$ cat config.mk
export PLATFORM = sky130hd
export DESIGN_NAME = obstacle_guard_flat
export DESIGN_NICKNAME = d
export VERILOG_FILES = /design/src/rtl/obstacle_pkg.sv /design/src/rtl/obstacle_guard_if.sv /design/src/rtl/moving_avg_pow2.sv /design/src/rtl/obstacle_guard.sv /design/src/flat_wrapper.sv
export SDC_FILE = /design/constraint.sdc
export NUM_CORES = 1
export LEC_CHECK = 0
export BUFFER_PORTS_ARGS = -buffer_cell sky130_fd_sc_hd__buf_2
export CAP_MARGIN = 20
export CORE_MARGIN = 4
export CORE_UTILIZATION = 45
export CTS_CLUSTER_DIAMETER = 100
export DETAILED_ROUTE_END_ITERATION = 10
export PLACE_DENSITY = 0.61
export SETUP_SLACK_MARGIN = 0.2
export SLEW_MARGIN = 5
export SYNTH_ARGS = -nofsm -noshare
export SYNTH_HDL_FRONTEND = slang
export SYNTH_HIERARCHICAL = 1
export SYNTH_SLANG_ARGS = --single-unit
$ cat constraint.sdc
create_clock -name clk -period 5.65 [get_ports clk]
set_clock_uncertainty 0.05 [all_clocks]
set_input_delay 1.13 -clock clk [delete_from_list [all_inputs] [get_ports clk]]
set_output_delay 1.13 -clock clk [all_outputs]
set_load 0.01 [all_outputs]
$ cat src/rtl/obstacle_pkg.sv
// Shared definitions for the obstacle guard: zone encoding, distance width
// and the running-sum width helper.
package obstacle_pkg;

   localparam int unsigned DIST_W = 16;

   // Encoding is ordered by severity for CLEAR < WARN < STOP; FAULT sits above all.
   typedef enum logic [1:0] {
      ZONE_CLEAR = 2'b00,
      ZONE_WARN  = 2'b01,
      ZONE_STOP  = 2'b10,
      ZONE_FAULT = 2'b11
   } zone_e;

   // Sum of 2^avg_log2 DIST_W-bit samples never overflows this width.
   function automatic int unsigned sum_w(input int unsigned avg_log2);
      return DIST_W + avg_log2;
   endfunction

endpackage

$ cat src/rtl/obstacle_guard_if.sv
// Bus between the ultrasonic ranger / motor controller side and obstacle_guard.
//   distance_cm, dist_valid : measurement in
//   avg_cm, avg_valid       : smoothed distance out
//   zone, slow, stop, fault : classification out
interface obstacle_guard_if;
   import obstacle_pkg::*;

   logic [DIST_W-1:0] distance_cm;
   logic              dist_valid;
   logic [DIST_W-1:0] avg_cm;
   logic              avg_valid;
   logic [1:0]        zone;
   logic              slow;
   logic              stop;
   logic              fault;

   modport master (
      output distance_cm, dist_valid,
      input  avg_cm, avg_valid, zone, slow, stop, fault
   );

   modport slave (
      input  distance_cm, dist_valid,
      output avg_cm, avg_valid, zone, slow, stop, fault
   );

endinterface

$ cat src/rtl/moving_avg_pow2.sv
// Power-of-two moving average over a circular sample buffer.
//   clk, reset_p : clock, synchronous active-high reset
//   in_valid     : new sample on in_data
//   flush        : with in_valid, discard the window and start a new one with in_data
//   avg_cm       : registered sum >> AVG_LOG2
//   avg_valid    : window completely filled since reset/flush
module moving_avg_pow2
   import obstacle_pkg::*;
#(
   parameter int unsigned AVG_LOG2 = 2
) (
   input  logic              clk,
   input  logic              reset_p,
   input  logic              in_valid,
   input  logic              flush,
   input  logic [DIST_W-1:0] in_data,
   output logic [DIST_W-1:0] avg_cm,
   output logic              avg_valid
);

   localparam int unsigned WIN    = 1 << AVG_LOG2;
   localparam int unsigned SUM_W  = sum_w(AVG_LOG2);
   localparam int unsigned FILL_W = AVG_LOG2 + 1;

   logic [DIST_W-1:0]   mem_q [WIN];
   logic [DIST_W-1:0]   mem_d [WIN];
   logic [SUM_W-1:0]    sum_q, sum_d;
   logic [AVG_LOG2-1:0] wptr_q, wptr_d;
   logic [FILL_W-1:0]   fill_q, fill_d;
   logic [DIST_W-1:0]   avg_q, avg_d;
   logic                avg_valid_q, avg_valid_d;

   // Window update: replace oldest entry and adjust the running sum.
   always_comb begin
      mem_d  = mem_q;
      sum_d  = sum_q;
      wptr_d = wptr_q;
      fill_d = fill_q;
      if (in_valid) begin
         if (flush) begin
            mem_d    = '{default: '0};
            mem_d[0] = in_data;
            sum_d    = SUM_W'(in_data);
            wptr_d   = AVG_LOG2'(1);
            fill_d   = FILL_W'(1);
         end else begin
            mem_d[wptr_q] = in_data;
            sum_d         = sum_q + SUM_W'(in_data) - SUM_W'(mem_q[wptr_q]);
            wptr_d        = wptr_q + AVG_LOG2'(1);
            if (fill_q != FILL_W'(WIN)) fill_d = fill_q + FILL_W'(1);
         end
      end
      avg_d       = DIST_W'(sum_d >> AVG_LOG2);
      avg_valid_d = (fill_d == FILL_W'(WIN));
   end

   always_ff @(posedge clk) begin
      if (reset_p) begin
         mem_q       <= '{default: '0};
         sum_q       <= '0;
         wptr_q      <= '0;
         fill_q      <= '0;
         avg_q       <= '0;
         avg_valid_q <= 1'b0;
      end else begin
         mem_q       <= mem_d;
         sum_q       <= sum_d;
         wptr_q      <= wptr_d;
         fill_q      <= fill_d;
         avg_q       <= avg_d;
         avg_valid_q <= avg_valid_d;
      end
   end

   assign avg_cm    = avg_q;
   assign avg_valid = avg_valid_q;

endmodule

$ cat src/rtl/obstacle_guard.sv
// Obstacle guard: smooths ultrasonic distances, classifies them into
// CLEAR/WARN/STOP with hysteresis and debounce, and forces FAULT when
// measurements stop arriving.
//   clk, reset_p : clock, synchronous active-high reset
//   bus (slave)  : distance_cm/dist_valid in; avg_cm, avg_valid, zone,
//                  slow, stop, fault out
// Optional build macro OBSTACLE_MEDIAN3_EN inserts a median-of-3 prefilter
// ahead of the averager (one extra cycle of latency).
module obstacle_guard
   import obstacle_pkg::*;
#(
   parameter int unsigned       AVG_LOG2    = 2,
   parameter logic [DIST_W-1:0] STOP_CM     = 16'd15,
   parameter logic [DIST_W-1:0] WARN_CM     = 16'd40,
   parameter logic [DIST_W-1:0] HYST_CM     = 16'd3,
   parameter int unsigned       DEBOUNCE    = 3,
   parameter logic [31:0]       TIMEOUT_CYC = 32'd10_000_000
) (
   input  logic            clk,
   input  logic            reset_p,
   obstacle_guard_if.slave bus
);

   localparam int unsigned       DB_W      = $clog2(DEBOUNCE + 1);
   localparam logic [DIST_W-1:0] STOP_EXIT = STOP_CM + HYST_CM;
   localparam logic [DIST_W-1:0] WARN_EXIT = WARN_CM + HYST_CM;
   localparam logic [31:0]       WD_LIMIT  = TIMEOUT_CYC - 32'd1;

   zone_e             zone_q, zone_d, tgt_q, tgt_d, raw, rel_tgt;
   logic [DB_W-1:0]   dbc_q, dbc_d, dbc_inc;
   logic              seeded_q, seeded_d;
   logic [31:0]       wd_q, wd_d;
   logic              upd_q;
   logic              slow_q, slow_d, stop_q, stop_d, fault_q, fault_d;
   logic              rel_ok;
   logic              flush_now;
   logic              avg_in_vld, avg_flush;
   logic [DIST_W-1:0] avg_in, avg_cm_w;
   logic              avg_valid_w;

   function automatic zone_e severity(input logic [DIST_W-1:0] a);
      if (a <= STOP_CM) return ZONE_STOP;
      if (a <= WARN_CM) return ZONE_WARN;
      return ZONE_CLEAR;
   endfunction

   // First measurement after a timeout restarts the window.
   assign flush_now = bus.dist_valid && (zone_q == ZONE_FAULT);

`ifdef OBSTACLE_MEDIAN3_EN
   logic [DIST_W-1:0] h0_q, h0_d, h1_q, h1_d, med_q, med_d;
   logic [1:0]        hcnt_q, hcnt_d;
   logic              med_vld_q, med_flush_q;

   function automatic logic [DIST_W-1:0] med3(input logic [DIST_W-1:0] a,
                                              input logic [DIST_W-1:0] b,
                                              input logic [DIST_W-1:0] c);
      if (a > b) return (b > c) ? b : ((a > c) ? c : a);
      return (a > c) ? a : ((b > c) ? c : b);
   endfunction

   // Until three samples are known the newest sample passes straight through.
   always_comb begin
      h0_d   = h0_q;
      h1_d   = h1_q;
      hcnt_d = hcnt_q;
      med_d  = med_q;
      if (bus.dist_valid) begin
         med_d = bus.distance_cm;
         h0_d  = bus.distance_cm;
         if (flush_now) begin
            h1_d   = '0;
            hcnt_d = 2'd1;
         end else begin
            if (hcnt_q == 2'd2) med_d = med3(h1_q, h0_q, bus.distance_cm);
            else                hcnt_d = hcnt_q + 2'd1;
            h1_d = h0_q;
         end
      end
   end

   always_ff @(posedge clk) begin
      if (reset_p) begin
         h0_q        <= '0;
         h1_q        <= '0;
         hcnt_q      <= '0;
         med_q       <= '0;
         med_vld_q   <= 1'b0;
         med_flush_q <= 1'b0;
      end else begin
         h0_q        <= h0_d;
         h1_q        <= h1_d;
         hcnt_q      <= hcnt_d;
         med_q       <= med_d;
         med_vld_q   <= bus.dist_valid;
         med_flush_q <= flush_now;
      end
   end

   always_comb begin
      avg_in     = med_q;
      avg_in_vld = med_vld_q;
      avg_flush  = med_flush_q;
   end
`else
   always_comb begin
      avg_in     = bus.distance_cm;
      avg_in_vld = bus.dist_valid;
      avg_flush  = flush_now;
   end
`endif

   moving_avg_pow2 #(.AVG_LOG2(AVG_LOG2)) u_avg (
      .clk       (clk),
      .reset_p   (reset_p),
      .in_valid  (avg_in_vld),
      .flush     (avg_flush),
      .in_data   (avg_in),
      .avg_cm    (avg_cm_w),
      .avg_valid (avg_valid_w)
   );

   // Zone FSM and watchdog next-state.
   always_comb begin
      zone_d   = zone_q;
      tgt_d    = tgt_q;
      dbc_d    = dbc_q;
      dbc_inc  = DB_W'(1);
      seeded_d = seeded_q;
      raw      = severity(avg_cm_w);
      rel_ok   = 1'b0;
      rel_tgt  = ZONE_CLEAR;
      wd_d     = (wd_q == WD_LIMIT) ? wd_q : wd_q + 32'd1;
      if (bus.dist_valid) wd_d = '0;

      // Relaxation target for this average (CLEAR preferred from STOP).
      if (avg_cm_w > WARN_EXIT) begin
         rel_ok  = (zone_q != ZONE_CLEAR);
         rel_tgt = ZONE_CLEAR;
      end else if (avg_cm_w > STOP_EXIT) begin
         rel_ok  = (zone_q == ZONE_STOP);
         rel_tgt = ZONE_WARN;
      end
      if ((dbc_q != '0) && (tgt_q == rel_tgt)) dbc_inc = dbc_q + DB_W'(1);

      if (flush_now) begin
         zone_d   = ZONE_STOP;
         dbc_d    = '0;
         seeded_d = 1'b0;
      end else if (!bus.dist_valid && (wd_q == WD_LIMIT)) begin
         zone_d = ZONE_FAULT;
         dbc_d  = '0;
      end else if (upd_q && avg_valid_w) begin
         // A freshly filled window adopts its raw zone without debounce.
         if (!seeded_q) begin
            zone_d   = raw;
            seeded_d = 1'b1;
         end else if (raw > zone_q) begin
            zone_d = raw;
            dbc_d  = '0;
         end else if (!rel_ok) begin
            dbc_d = '0;
         end else if (dbc_inc == DB_W'(DEBOUNCE)) begin
            zone_d = rel_tgt;
            dbc_d  = '0;
         end else begin
            dbc_d = dbc_inc;
            tgt_d = rel_tgt;
         end
      end

      // avg_valid is only ever low while zone is STOP, so zone alone decides stop.
      slow_d  = (zone_d == ZONE_WARN);
      stop_d  = (zone_d == ZONE_STOP) || (zone_d == ZONE_FAULT);
      fault_d = (zone_d == ZONE_FAULT);
   end

   always_ff @(posedge clk) begin
      if (reset_p) begin
         zone_q   <= ZONE_STOP;
         tgt_q    <= ZONE_CLEAR;
         dbc_q    <= '0;
         seeded_q <= 1'b0;
         wd_q     <= '0;
         upd_q    <= 1'b0;
         slow_q   <= 1'b0;
         stop_q   <= 1'b1;
         fault_q  <= 1'b0;
      end else begin
         zone_q   <= zone_d;
         tgt_q    <= tgt_d;
         dbc_q    <= dbc_d;
         seeded_q <= seeded_d;
         wd_q     <= wd_d;
         upd_q    <= avg_in_vld;
         slow_q   <= slow_d;
         stop_q   <= stop_d;
         fault_q  <= fault_d;
      end
   end

   assign bus.avg_cm    = avg_cm_w;
   assign bus.avg_valid = avg_valid_w;
   assign bus.zone      = zone_q;
   assign bus.slow      = slow_q;
   assign bus.stop      = stop_q;
   assign bus.fault     = fault_q;

endmodule
$ cat src/flat_wrapper.sv
// flat-port wrapper written by rule: the top's interface ports become plain ports
module obstacle_guard_flat import obstacle_pkg::*;
#(
   parameter int unsigned       AVG_LOG2    = 2,
   parameter logic [DIST_W-1:0] STOP_CM     = 16'd15,
   parameter logic [DIST_W-1:0] WARN_CM     = 16'd40,
   parameter logic [DIST_W-1:0] HYST_CM     = 16'd3,
   parameter int unsigned       DEBOUNCE    = 3,
   parameter logic [31:0]       TIMEOUT_CYC = 32'd10_000_000
)
  (clk, reset_p, bus_distance_cm, bus_dist_valid, bus_avg_cm, bus_avg_valid, bus_zone, bus_slow, bus_stop, bus_fault);
  obstacle_guard_if bus_i ();
  input  logic clk;
  input  logic reset_p;
  input wire logic [$bits(bus_i.distance_cm)-1:0] bus_distance_cm;
  input wire logic [$bits(bus_i.dist_valid)-1:0] bus_dist_valid;
  output wire logic [$bits(bus_i.avg_cm)-1:0] bus_avg_cm;
  output wire logic [$bits(bus_i.avg_valid)-1:0] bus_avg_valid;
  output wire logic [$bits(bus_i.zone)-1:0] bus_zone;
  output wire logic [$bits(bus_i.slow)-1:0] bus_slow;
  output wire logic [$bits(bus_i.stop)-1:0] bus_stop;
  output wire logic [$bits(bus_i.fault)-1:0] bus_fault;
  assign bus_i.distance_cm = bus_distance_cm;
  assign bus_i.dist_valid = bus_dist_valid;
  assign bus_avg_cm = bus_i.avg_cm;
  assign bus_avg_valid = bus_i.avg_valid;
  assign bus_zone = bus_i.zone;
  assign bus_slow = bus_i.slow;
  assign bus_stop = bus_i.stop;
  assign bus_fault = bus_i.fault;
  obstacle_guard #(.AVG_LOG2(AVG_LOG2), .STOP_CM(STOP_CM), .WARN_CM(WARN_CM), .HYST_CM(HYST_CM), .DEBOUNCE(DEBOUNCE), .TIMEOUT_CYC(TIMEOUT_CYC)) u_core (.clk(clk), .reset_p(reset_p), .bus(bus_i));
endmodule
==> results by group <==
Logic synthesis
  – Top cell type's share of synthesized area: 0.348
  – Flip-flop and latch count after synthesis: 130
  – Top FF cell, synth: dfxtp_1
  – Ys async rst share: 0
  – Mapped Area: 0.00748 mm²
  – Syn avg cell area: 8.43 µm²
  – Top-count cell post-synth: nor2_1
  – Post-Synthesis Cells: 888
  – Syn Nets: 951
  – Synth area leader: dfxtp_1
  – Synth area leaders: dfxtp_1 35%, nor2_1 6.8%, a22oi_1 5.0%, mux4_2 4.8%, ha_1 4.7%
  – Number of different library cells in the post-synthesis netlist: 68
  – Commonest cells post-synth: 135 x nor2_1, 130 x dfxtp_1, 82 x inv_1
  – Post-synth EDFFs: 0
  – Sequential element share of the synthesized area: 0.348
  – Synth Warn #: 6

Global route
  – Antenna violations before repair: 0
  – GRT Total Usage: 0.205
  – Global route overflow: 0
  – Largest net degree at the start of global routing: 61
  – Global-route wire length before repair: 30.4 mm
  – Number of global-route vias before repair: 5,903

Die
  – # IOs: 41
  – Area of the core: 0.0161 mm²
  – Die area: 0.0188 mm²
  – Die Span X: 137 µm
  – Std cell rows: 46
  – Die Height: 137 µm
  – Initial Util: 0.464

Power and ir drop
  – Maximum VDD drop: 283 µV
  – PD cells: 410 mW/mm²
  – Power, Total: 3.41 mW
  – P_leak: 3.29 nW

Clock network
  – Post-CTS resize count: 0
  – CTS sink count: 130
  – CTS tree: done
  – Clock slew at reported path FFs: 0.06 ns
  – Hold_buf cts: 0
  – Clk buf depth: 2
  – Worst skew pair latency: 0.42 ns
  – Num CTS Buffers: 17
  – Root Driver: clkbuf_16
  – H-tree lvl count: 4
  – Setup bufs post-CTS: 0

Finish
  – Area Overhead vs Synth: 11.0%
  – FILL cells: 1,553
  – Register Area: 0.00260 mm²
  – Final Util: 0.516
  – Antenna fix cells: 0
  – Final instance area: 0.00831 mm²
  – Share of post-route cells with drive strength above 1: 0.125
  – Area occupied by multi-input gates: 0.00428 mm²
  – Nets@finish: 953

STA
  – Setup TNS: 0 ns
  – Hold slack final: 0.402 ns
  – Final Max Slew Viols: 0
  – Final period util: 0.719
  – Worst Tran Pin Value: 1.02 ns
  – Worst slew margin: 0.318
  – Final setup vio count: 0
  – RSZ-0062 raised after global routing: false
  – Tmin final: 4.06 ns
  – Final hold violations: 0
  – Fmax: 246 MHz

Route
  – DR WL/cell: 16.4 µm
  – Met3 WL: 817 µm
  – Post-DRT Antenna Nets: 0
  – Highest routed layer: met4
  – DRC Markers: 0
  – Pre-antenna DRT Iters: 5
  – Post-Route WL: 18.3 mm
  – Via Count: 6,109
  – Met2 Wirelength: 8.61 mm
  – Vias per cell: 5.46
  – Met1 Wirelength: 8.68 mm
  – Initial DRC Count: 394

Job
  – Max Cap Violations: 0

Worst setup path
  – WP data required: 5.95 ns
  – Path type of the worst setup path: flop to flop
  – CP max FO: 11
  – CP Capture Type: flop
  – Critical path data arrival time: 4.37 ns
  – Crit start category: flop
  – R2R setup slack: 1.59 ns

Min path
  – HP Class: flop to flop

Place
  – Placed cell area: 0.00771 mm²
  – Post-DP HPWL: 12.9 mm
  – Routability cong.: 0.871
  – Port Buffers: 40

Run status
  – Run status: finished, final reports clean
-- metrics by stage --
step | setup slack [ns] | cells
floorplan | 1.69 | 888
global placement | 1.69 | 1087
detailed placement | 1.63 | 1087
CTS | 1.60 | 1119
global route | 1.35 | 1119
finish | 1.59 | 1119
-- per-layer routing --
metal  track usage  vias to the layer above
li1              -                     3068
met1         0.278                     2892
met2         0.332                      131
met3        0.0426                       18
met4        0.0543                        0
met5             0                        -
-- cell type report --
| type | instances | share of cell area |
|---|---|---|
| tap | 216 | 0.0325 |
| inverter | 82 | 0.0370 |
| sequential | 130 | 0.313 |
| multi-input combinational | 612 | 0.515 |
| clock buffer | 22 | 0.0595 |
| clock inverter | 10 | 0.0127 |
| timing repair buffer | 47 | 0.0304 |
-- power by group --
| group | internal, mW | switching [mW] |
|---|---|---|
| sequential | 0.982 | 0.0886 |
| clock | 0.702 | 0.396 |
| combinational | 0.543 | 0.699 |
-- worst paths after layout --
| check | from | to | cells after the start |
|---|---|---|---|
| max | u_core/u_avg/wptr_q[1] | u_core/u_avg/avg_cm[15] | 12 |
| min | u_core/u_avg/mem_q[62] | u_core/u_avg/mem_q[62] | 2 |
| max reg2reg | u_core/u_avg/wptr_q[1] | u_core/u_avg/avg_cm[15] | 12 |
| min reg2reg | u_core/u_avg/mem_q[62] | u_core/u_avg/mem_q[62] | 2 |
-- worst max-delay path, cell delays in order (launching register included) --
cell	delay, ns
dfxtp_1	0.73
buf_4	0.34
mux4_2	0.53
fa_1	0.49
inv_1	0.04
ha_1	0.38
a21oi_1	0.29
o21ai_0	0.14
a21o_1	0.17
a31o_1	0.21
mux2_4	0.31
nor4_1	0.20
nand3b_1	0.13
-- kinds of logic (layout without fill, tap and decap cells) --
logic type | Yosys count | after routing | synth area share
AO/OA/AOI/OAI | 179 | 179 | 0.166
AND/OR/NAND/NOR | 324 | 324 | 0.207
adder cells (fa/ha/maj) | 44 | 44 | 0.0896
multiplexers | 22 | 22 | 0.0568
flip-flops | 130 | 130 | 0.348
XOR/XNOR | 43 | 43 | 0.0503
buffers and inverters | 146 | 161 | 0.0827
-- state kept, by name (all words and copies together), names as in the netlist, 2 cells and up --
register             count
u_core/bus.zone          2
u_core/dbc_q             2
u_core/u_avg/avg_cm     16
u_core/u_avg/fill_q      3
u_core/u_avg/mem_q      64
u_core/u_avg/sum_q       2
u_core/u_avg/wptr_q      2
u_core/wd_q             32
-- layout by cell type (no fill, tap or decap), types with 4 or more instances in the layout --
| master | count |
|---|---|
| buf_4 | 7 |
| nor3_1 | 17 |
| buf_2 | 40 |
| clkbuf_16 | 17 |
| a22oi_1 | 50 |
| nand3_1 | 19 |
| o21a_1 | 5 |
| clkinv_2 | 6 |
| and4_1 | 6 |
| nor4b_1 | 8 |
| and3_1 | 9 |
| ha_1 | 28 |
| o22ai_1 | 6 |
| fa_1 | 16 |
| mux4_2 | 16 |
| nand2_1 | 71 |
| o21bai_1 | 5 |
| a21o_1 | 9 |
| nor2b_1 | 5 |
| a31oi_1 | 6 |
| o21ai_0 | 14 |
| and2_1 | 8 |
| inv_1 | 82 |
| nand4_1 | 10 |
| a21oi_1 | 39 |
| dfxtp_1 | 130 |
| nand2b_1 | 4 |
| mux2i_1 | 5 |
| nor2_1 | 135 |
| clkbuf_8 | 5 |
| nor4_1 | 12 |
| xnor2_1 | 31 |
| xor2_1 | 12 |
| a211oi_1 | 15 |
| o211ai_1 | 4 |
No activity file was read; power rests on OpenSTA's default activity.
